`config.mk`:
```
export PLATFORM = sky130hd
export DESIGN_NAME = imem_port_arbiter
export DESIGN_NICKNAME = d
export VERILOG_FILES = /design/src/rtl/imem_port_arbiter.sv
export SDC_FILE = /design/constraint.sdc
export NUM_CORES = 1
export LEC_CHECK = 0
export ABC_AREA = 1
export CAP_MARGIN = 20
export CELL_PAD_IN_SITES_DETAIL_PLACEMENT = 0
export CELL_PAD_IN_SITES_GLOBAL_PLACEMENT = 1
export CORE_MARGIN = 2
export CORE_UTILIZATION = 28
export CTS_BUF_LIST = sky130_fd_sc_hd__clkbuf_16
export DETAILED_ROUTE_END_ITERATION = 10
export GPL_ROUTABILITY_DRIVEN = 0
export MAX_ROUTING_LAYER = met4
export PLACE_DENSITY_LB_ADDON = 0.05
export SYNTH_ARGS = -nofsm -noshare
export SYNTH_HDL_FRONTEND = slang
export SYNTH_SLANG_ARGS = --single-unit
```
`constraint.sdc`:
```
create_clock -name clock -period 1.52 [get_ports clock]
set_input_delay 0.228 -clock clock [delete_from_list [all_inputs] [get_ports clock]]
set_output_delay 0.228 -clock clock [all_outputs]
set_load 0.01 [all_outputs]
```
`src/rtl/imem_port_arbiter.sv`:
```
`default_nettype none
`timescale 1ns/1ps
// +----------------------------------------------------------------------------+
// | imem_port_arbiter: shares the instruction-ROM read port between IF and LS. |
// | Revision 1.0                                                               |
// +----------------------------------------------------------------------------+
module imem_port_arbiter #(
  parameter int ADDR_W       = 17,
  parameter int DATA_W       = 32,
  parameter int DEPTH_WORDS  = 32768,
  parameter int ROM_LAT      = 1,
  parameter int STARVE_LIMIT = 4
) (
  input  logic              clock,
  input  logic              reset_n,
  input  logic              if_req,
  input  logic [ADDR_W-1:0] if_addr,
  output logic              if_gnt,
  output logic              if_rvalid,
  output logic [DATA_W-1:0] if_rdata,
  output logic              if_err,
  input  logic              ls_req,
  input  logic [ADDR_W-1:0] ls_addr,
  output logic              ls_gnt,
  output logic              ls_rvalid,
  output logic [DATA_W-1:0] ls_rdata,
  output logic              ls_err,
  output logic              rom_en,
  output logic [ADDR_W-1:0] rom_addr,
  input  logic [DATA_W-1:0] rom_inst
);

  localparam int LAT_W = (ROM_LAT < 2) ? 1 : $clog2(ROM_LAT + 1);
  localparam int STV_W = (STARVE_LIMIT < 2) ? 1 : $clog2(STARVE_LIMIT + 1);

  typedef enum logic [1:0] {
    IDLE   = 2'd0,
    ACCESS = 2'd1,
    ERR    = 2'd2
  } state_t;

  state_t             state;
  logic [LAT_W-1:0]   lat_cnt;
  logic [STV_W-1:0]   starve_cnt;
  logic               owner_ls;
  logic [DATA_W-1:0]  if_rdata_q;
  logic [DATA_W-1:0]  ls_rdata_q;
  logic               if_err_q;
  logic               ls_err_q;

  logic               resp_ok;
  logic               resp_err;
  logic               resp;
  logic               can_grant;
  logic               ls_forced;
  logic               any_gnt;
  logic [ADDR_W-1:0]  sel_addr;
  logic [31:0]        sel_word;
  logic               addr_bad;
  logic [DATA_W-1:0]  resp_data;

  // The response cycle doubles as a grant slot so back-to-back accesses lose no cycle.
  assign resp_ok   = (state == ACCESS) && (lat_cnt == LAT_W'(ROM_LAT));
  assign resp_err  = (state == ERR);
  assign resp      = resp_ok || resp_err;
  assign can_grant = reset_n && ((state == IDLE) || resp);
  assign ls_forced = (starve_cnt == STV_W'(STARVE_LIMIT));

  assign if_gnt  = can_grant && if_req && !(ls_req && ls_forced);
  assign ls_gnt  = can_grant && ls_req && (!if_req || ls_forced);
  assign any_gnt = if_gnt || ls_gnt;

  assign sel_addr = ls_gnt ? ls_addr : if_addr;
  assign sel_word = 32'(sel_addr[ADDR_W-1:2]);
  assign addr_bad = (sel_addr[1:0] != 2'b00) || (sel_word >= 32'(DEPTH_WORDS));

  assign if_rvalid = resp && !owner_ls;
  assign ls_rvalid = resp && owner_ls;
  assign resp_data = resp_ok ? rom_inst : '0;

  // Data is only sampled from the ROM in the response cycle; otherwise hold.
  assign if_rdata = if_rvalid ? resp_data : if_rdata_q;
  assign if_err   = if_rvalid ? resp_err  : if_err_q;
  assign ls_rdata = ls_rvalid ? resp_data : ls_rdata_q;
  assign ls_err   = ls_rvalid ? resp_err  : ls_err_q;

  always_ff @(posedge clock or negedge reset_n) begin
    if (!reset_n) begin
      state      <= IDLE;
      lat_cnt    <= '0;
      starve_cnt <= '0;
      owner_ls   <= 1'b0;
      rom_en     <= 1'b0;
      rom_addr   <= '0;
      if_rdata_q <= '0;
      ls_rdata_q <= '0;
      if_err_q   <= 1'b0;
      ls_err_q   <= 1'b0;
    end else begin
      if (if_rvalid) begin
        if_rdata_q <= resp_data;
        if_err_q   <= resp_err;
      end
      if (ls_rvalid) begin
        ls_rdata_q <= resp_data;
        ls_err_q   <= resp_err;
      end

      if (ls_gnt) begin
        starve_cnt <= '0;
      end else if (if_gnt && ls_req && !ls_forced) begin
        starve_cnt <= starve_cnt + STV_W'(1);
      end

      if (any_gnt) begin
        owner_ls <= ls_gnt;
        lat_cnt  <= '0;
        if (addr_bad) begin
          state  <= ERR;
          rom_en <= 1'b0;
        end else begin
          state    <= ACCESS;
          rom_en   <= 1'b1;
          rom_addr <= sel_addr;
        end
      end else if (resp) begin
        state  <= IDLE;
        rom_en <= 1'b0;
      end else if (state == ACCESS) begin
        lat_cnt <= lat_cnt + LAT_W'(1);
      end
    end
  end

endmodule
`default_nettype wire
```
==> metrics, run 1 <==
cells on worst reg2reg path=8; CTS Buffer Depth=2; clock sink count=90; largest net degree at the start of global routing=55; final worst-path cycle share=1.31; Min Hold Slack=between 40 and 50 ps; Pleak=3.81 nW; Max transition margin=0.544; sequential share of power=0.284; critical path class=flip-flop to output port; Worst Setup End Kind=output port; Post-synth EDFFs=0; cell mode on critical path=nand2_4; Total GRT Usage=0.199; CP max-delay cell=dfrtp_1; Internal=8.45 mW; vias=just under 4,000; number of H-tree levels=3; Net Sw Frac=0.384; synth cell count leaders=nand2_1 (168), dfrtp_1 (90), o21ai_0 (70), nand3_1 (18), inv_1 (17); fin nets=about 750; Inserted Clock Buffers=9; largest cells by area after synthesis=dfrtp_1 (60%), nand2_1 (17%), o21ai_0 (9.3%), nand4_1 (2.5%), nand3_1 (2.4%); Vias per Instance=4.50; CP max stage delay=430 ps; critical path depth=9; share of cells above drive strength 1=0.531; WP data required=1290 ps; Rows=between 40 and 50; startpoint types=flip-flop; Synth cell types=19; CTS tree=yes; worst clock skew=3.93 ps; clock network power share=0.159; diode count=0; Mapped Avg Cell Area=8.86 um2; Worst Setup Slack, final=-475 ps; CP bufs+invs=4; initial antenna violation count=0; Hold Fails Final Rpt=0; core footprint=13,200 um2; Hold Path Class=primary input to asynchronous set/reset pin; die height=120 um; fill count=1,231; Yosys top cell by area=dfrtp_1; Crit. Startpoint=state[0]; Root Buffer=clkbuf_16; logic gate share of total power=0.558; net switching power=5.27 mW; clock latency on the worst-skew pair=350 ps; Fmax achieved=0.501 GHz; DR WL/cell=15.6 um; mux cell area share after synthesis=0; first-pass GRT wire length=21.4 mm; Post-Syn Nets=497; Syn Std Cell Area=3770 um2; DRT Wirelength=13.4 mm; # DRC=0; PD cells=1870 nW/um2; Crit Path Max Fanout=8; CP cell instances=inv_1 -> nand2_4 -> o21ai_4 -> nand2_4 -> buf_12 -> buf_6 -> nand2_2 -> o21ai_2 -> buf_2; yosys warns=0; Die X=120 um; Post-DP HPWL=8.35 mm; Yosys reg bits=90; Seq/Total Area, Yosys=0.598; failing checks=setup timing; fraction of the mapped netlist area in adder cells=0.00664; Finished Layout Cells=860; antenna-violating nets left=0; r2r startpoint=state[0]; Iter 0 DRT Violations=between 100 and 150; worst vdd ir=830 uV; XOR/XNOR Fraction of Synth Area=0.00232; Hold-fix buffers, CTS=0; number of primary I/O pins=158; Port Buffers=157; Post-Synthesis Cells=425; Max Cap Viol=0; share of the synthesized area in the top cell type=0.598; status=finished, violations left; ys async rst share=1.00; Initial Util=0.286; RSZ-0062 raised after global routing=yes; post-synthesis simple-gate area fraction=0.242; die area=14,400 um2; Most used DFF post-synth=dfrtp_1; CTS clock-pin slew for the worst setup and hold paths=~60 ps; largest family of logic cells by synthesized area=simple AND/OR/NAND/NOR gates; Data arrival, critical path=1770 ps; Setup violations, final=85; Worst path top cell family by delay=buffers and inverters; max-slew violation count=0; Synth Area in Compound Gates=0.100; vias in the first global route=about 4,000; min Tclk post-route=2000 ps; grt ovf=0; drt first pass iters=4; Area growth syn-to-layout=94.6%; DP Cell Count=800; Slew @ Worst Pin=approximately 700 ps; most numerous cell in the Yosys netlist=nand2_1
[metal layers]
metal	wire [um]	global-route usage	vias up
met5	0	-	-
met2	6530	0.319	100
met1	5880	0.253	1841
li1	-	-	1907
met4	228	0.0581	0
met3	752	0.0456	21
[worst reg2reg max path: cells and delay by family (launching register included)]
family / cells / cell delay (ps)
AO/OA/AOI/OAI: 1 / 50
AND/OR/NAND/NOR: 4 / 470
buffers and inverters: 3 / 530
flip-flops: 1 / 430
[state kept, by name, indices dropped and copies added, names as in the netlist]
register    flops
if_err_q        1
if_rdata_q     32
lat_cnt         1
ls_err_q        1
ls_rdata_q     32
owner_ls        1
rom_addr       17
starve_cnt      3
state           2
[through the flow]
stage | setup TNS, ps | util | worst slack, ps | power [mW] | cell area (um2)
floorplan | 0 | - | 0.403 | 5.93 | 3770
global placement | -37760 | 0.453 | -565 | 9.64 | 5970
detailed placement | -38970 | 0.453 | -622 | 9.67 | 5970
CTS | -28860 | 0.521 | -497 | 13.1 | 6880
global route | -36800 | 0.556 | -569 | 14.6 | 7330
finish | -26830 | 0.556 | -475 | 13.7 | 7330
[timing repair]
action / CTS / global route
pin swaps: 20 / 19
resized for setup: 515 / 113
gates cloned: 7 / 1
setup endpoints to repair: 118 / 114
buffers inserted: 37 / 21
[placed cells by master, fill, tap and decap left out, drive strengths merged, types with 4 or more instances in the layout]
cell           Yosys  routed
a21oi              4       4
buf               16     181
clkbuf             9      10
clkdlybuf4s50      0      75
dfrtp             90      90
dlymetal6s2s       0       9
inv               17      18
nand2            171     172
nand3             19      19
nand4             17      17
nor2               8       8
o21ai             70      70
[power groups by stage]
stage                     registers (mW)  clock network, mW  logic [mW]
after floorplan                     3.77                  0        2.15
after global placement              3.73                  0        5.91
after detailed placement            3.73                  0        5.95
after CTS                           3.79               2.25        7.05
after global routing                4.00               2.33        8.30
final                               3.89               2.18        7.65
[cell type report]
cell class	instances	area, um2	share of cell area
timing repair buffer	268	2430	0.331
multi-input combinational	294	2080	0.284
tap	176	220	0.0300
sequential	90	2250	0.307
clock inverter	6	57.6	0.00785
inverter	17	66.3	0.00904
clock buffer	9	225	0.0307
[path summary, 6_finish.rpt]
path	endpoint	slack (ps)
setup / recovery	if_rdata[21]	-480
hold / removal	if_err_q	50
setup reg to reg	rom_addr[6]	-50
hold reg to reg	if_rdata_q[10]	470
max in group asynchronous	if_rdata_q[31]	1040
min in group clock	starve_cnt[2]	450
[kinds of logic after synthesis]
family	after synthesis
AND/OR/NAND/NOR	215
flip-flops	90
AO/OA/AOI/OAI	75
buffers and inverters	42
adder cells (fa/ha/maj)	2
XOR/XNOR	1
Note: power is estimated with default switching activity, not from simulation.
==> run 2: changes to the inputs <==
--- a/config.mk
+++ b/config.mk
@@ -5,12 +5,11 @@
 export SDC_FILE = /design/constraint.sdc
 export NUM_CORES = 1
 export LEC_CHECK = 0
-export ABC_AREA = 1
 export CAP_MARGIN = 20
 export CELL_PAD_IN_SITES_DETAIL_PLACEMENT = 0
 export CELL_PAD_IN_SITES_GLOBAL_PLACEMENT = 1
 export CORE_MARGIN = 2
-export CORE_UTILIZATION = 28
+export CORE_UTILIZATION = 30
 export CTS_BUF_LIST = sky130_fd_sc_hd__clkbuf_16
 export DETAILED_ROUTE_END_ITERATION = 10
 export GPL_ROUTABILITY_DRIVEN = 0
==> run 2 against run 1 <==
Compared with the run above:
- the run still ends with setup timing left
- flip-flop and latch count is the same
- critical endpoint is now if_rdata[15]
- sequential power decreased by 13%
- worst setup slack worse by 150 ps
==> metrics, run 2 <==
Initial Util=0.307 (+0.0215); final worst-path cycle share=1.41 (+0.0985); Post-Syn Nets=329 (-34%); Post-Place Worst Slack=-576 ps (+46.3 ps); vias=3,195 (-17%); critical path class=flip-flop to output port; Rows=40 (-4.8%); Vias per Instance=4.76 (+5.8%); ys async rst share=1.00 (unchanged); Iter 0 DRT Violations=128 (-8.6%); net switching power=3.51 mW (-33%); PD cells=1670 nW/um2 (-11%); share of cells above drive strength 1=0.481 (-0.0498); first-pass GRT wire length=17.6 mm (-18%); die height=115 um (-4.3%); DR WL/cell=17.0 um (+9.5%); max-slew violation count=0 (unchanged); Crit Path Max Fanout=8 (unchanged); number of H-tree levels=3 (unchanged); clock network power share=0.195 (+0.036); Power, Total=11.2 mW (-18%); grt ovf=0 (unchanged); RSZ-0062 raised after global routing=yes; synth cell count leaders=dfrtp_1 (90), a22o_1 (64), mux2_2 (15), mux2_4 (15), buf_2 (12); largest net degree at the start of global routing=72 (+31%); Total GRT Usage=0.181 (-0.0182); largest cells by area after synthesis=dfrtp_1 (61%), a22o_1 (15%), mux2_4 (6.1%), mux2_2 (4.6%), buf_2 (1.6%); initial antenna violation count=0 (unchanged); Finished Layout Cells=671 (-22%); CP max-delay cell=dfrtp_1; Fmax achieved=0.466 GHz (-7.0%); diode count=0 (unchanged); Setup violations, final=126 (+48%); cells on worst reg2reg path=9 (+1); Max transition margin=0.379 (-0.165); Worst Setup End Kind=output port; worst vdd ir=716 uV (-14%); CP cell instances=nor2b_2 -> mux2i_1 -> or2_4 -> buf_12 -> buf_8 -> a22o_1 -> buf_2; Worst path top cell family by delay=simple AND/OR/NAND/NOR gates; Net Sw Frac=0.314 (-0.0707); yosys warns=0 (unchanged); startpoint types=flip-flop; fin area=6700 um2 (-8.7%); top flop regs=if_rdata_q (32), ls_rdata_q (32), rom_addr (17); DRT Wirelength=11.4 mm (-15%); Post-synth EDFFs=0 (unchanged); critical path depth=7 (-2); CTS clock-pin slew for the worst setup and hold paths=60 ps (about the same); share of the synthesized area in the top cell type=0.611 (+0.0128); Worst Setup Slack, final=-625 ps (-150 ps); fin nets=591 (-21%); CTS Buffer Depth=2 (unchanged); Pleak=3.47 nW (-8.8%); vias in the first global route=3,406 (-14%); Post-Synthesis Cells=257 (-40%); Yosys top cell by area=dfrtp_1; Hold Fails Final Rpt=0 (unchanged); # DRC=0 (unchanged); highest-count cells in the layout ignoring fill and taps=dfrtp_1 (89), clkdlybuf4s50_1 (76), buf_4 (70); Most used DFF post-synth=dfrtp_1; Seq/Total Area, Yosys=0.611 (+0.0128); Inserted Clock Buffers=9 (unchanged); Synth cell types=31 (+12); clock sink count=90 (unchanged); DP Cell Count=600 (-25%); Internal=7.68 mW (-9.1%); CTS tree=yes; Port Buffers=157 (unchanged); logic gate share of total power=0.501 (-0.057); min Tclk post-route=2150 ps (+150 ps); worst clock skew=5.48 ps (+1.56 ps); Mapped Avg Cell Area=14.4 um2 (+62%); final core utilization=0.558 (+0.00173); Post-DP HPWL=7.10 mm (-15%); Data arrival, critical path=1920 ps (+150 ps); antenna-violating nets left=0 (unchanged); clock latency on the worst-skew pair=340 ps (about the same); CP max stage delay=410 ps (-20 ps); Max Cap Viol=0 (unchanged); Hold Path Class=primary input to asynchronous set/reset pin; WP data required=1290 ps (about the same); Min Hold Slack=267 ps (+221 ps); most numerous cell in the Yosys netlist=dfrtp_1; status=finished, violations left; Die X=115 um (-4.3%); Root Buffer=clkbuf_16; core footprint=12,000 um2 (-8.9%); number of primary I/O pins=158 (unchanged); commonest non-fill, non-tap cell in the layout=dfrtp_1; failing checks=setup timing; setup_tns=-43,340 ps (-16,510 ps); CP bufs+invs=3 (-1); Area growth syn-to-layout=81.6%; sequential share of power=0.304 (+0.020); Slew @ Worst Pin=932 ps (+248 ps); Syn Std Cell Area=3690 um2 (-2.1%); Yosys reg bits=90 (unchanged); dpl cell area=5810 um2 (-2.7%); die area=13,200 um2 (-8.3%); drt first pass iters=4 (unchanged)
[run 2: changes by cell type after synthesis, moves of 4 or more]
cell and delta:
clkbuf_1 -9, nand3_1 -15, mux2_2 +15, mux2_4 +15, a22o_1 +64, nand2_1 -163
nand4_1 -15, inv_1 -12, nand2b_1 +4, nor2_1 -4, o21ai_0 -62
[run 2: tightest hold or removal path, stage by stage]
cell and delay (ps):
buf_4 100, buf_4 130, buf_4 700
[run 2: what timing repair did]
| action | 4_1_cts | 5_1_grt |
|---|---|---|
| buffers inserted | 35 | 34 |
| cloned | 8 | 0 |
| gates resized for setup | 361 | 47 |
| pin swaps | 26 | 35 |
| hold buffers | 1 | 0 |
| endpoints found under the hold margin | 19 | 0 |
| endpoints found under the setup margin | 96 | 134 |
[run 2: metal layers]
metal / vias up / routed length (um) / track usage
li1: 1485 / - / -
met1: 1580 / 4960 / 0.225
met2: 115 / 5500 / 0.286
met3: 15 / 798 / 0.0459
met4: 0 / 184 / 0.0659
met5: - / 0 / -
[run 2: final cells by class]
type | instances | area, um2
Clock buffer | 9 | 225
Timing Repair Buffer | 268 | 2480
Multi-Input combinational cell | 144 | 1460
Tap cell | 147 | 184
Fill cell | 1057 | 5310
Sequential cell | 90 | 2250
Inverter | 6 | 30.0
Clock inverter | 7 | 61.3
[run 2: worst paths after layout]
path                                from       endpoint  slack (ps)
setup / recovery                state[1]   if_rdata[15]        -630
hold / removal                   reset_n  starve_cnt[1]         270
setup reg to reg           starve_cnt[1]    rom_addr[7]        -350
hold reg to reg              rom_addr[0]    rom_addr[0]         500
max in group asynchronous        reset_n    rom_addr[6]         630
min in group clock               reset_n        lat_cnt         430
[run 2: logic make-up (layout without fill, tap and decap cells)]
group	count (synthesis)	count (layout)	synth area share
buf+inv	23	290	0.0400
mux	31	31	0.110
compound gates	86	86	0.193
fa+ha+maj	2	2	0.00678
flops	90	90	0.611
simple gates	25	25	0.0404
[run 2: power by group through the flow]
stage	registers (mW)	logic [mW]	clock network (mW)
after detailed placement	3.40	4.65	0
final	3.40	5.60	2.18
after CTS	3.39	5.45	2.24
after floorplan	3.47	1.98	0
after global routing	3.48	5.97	2.38
after global placement	3.39	4.64	0
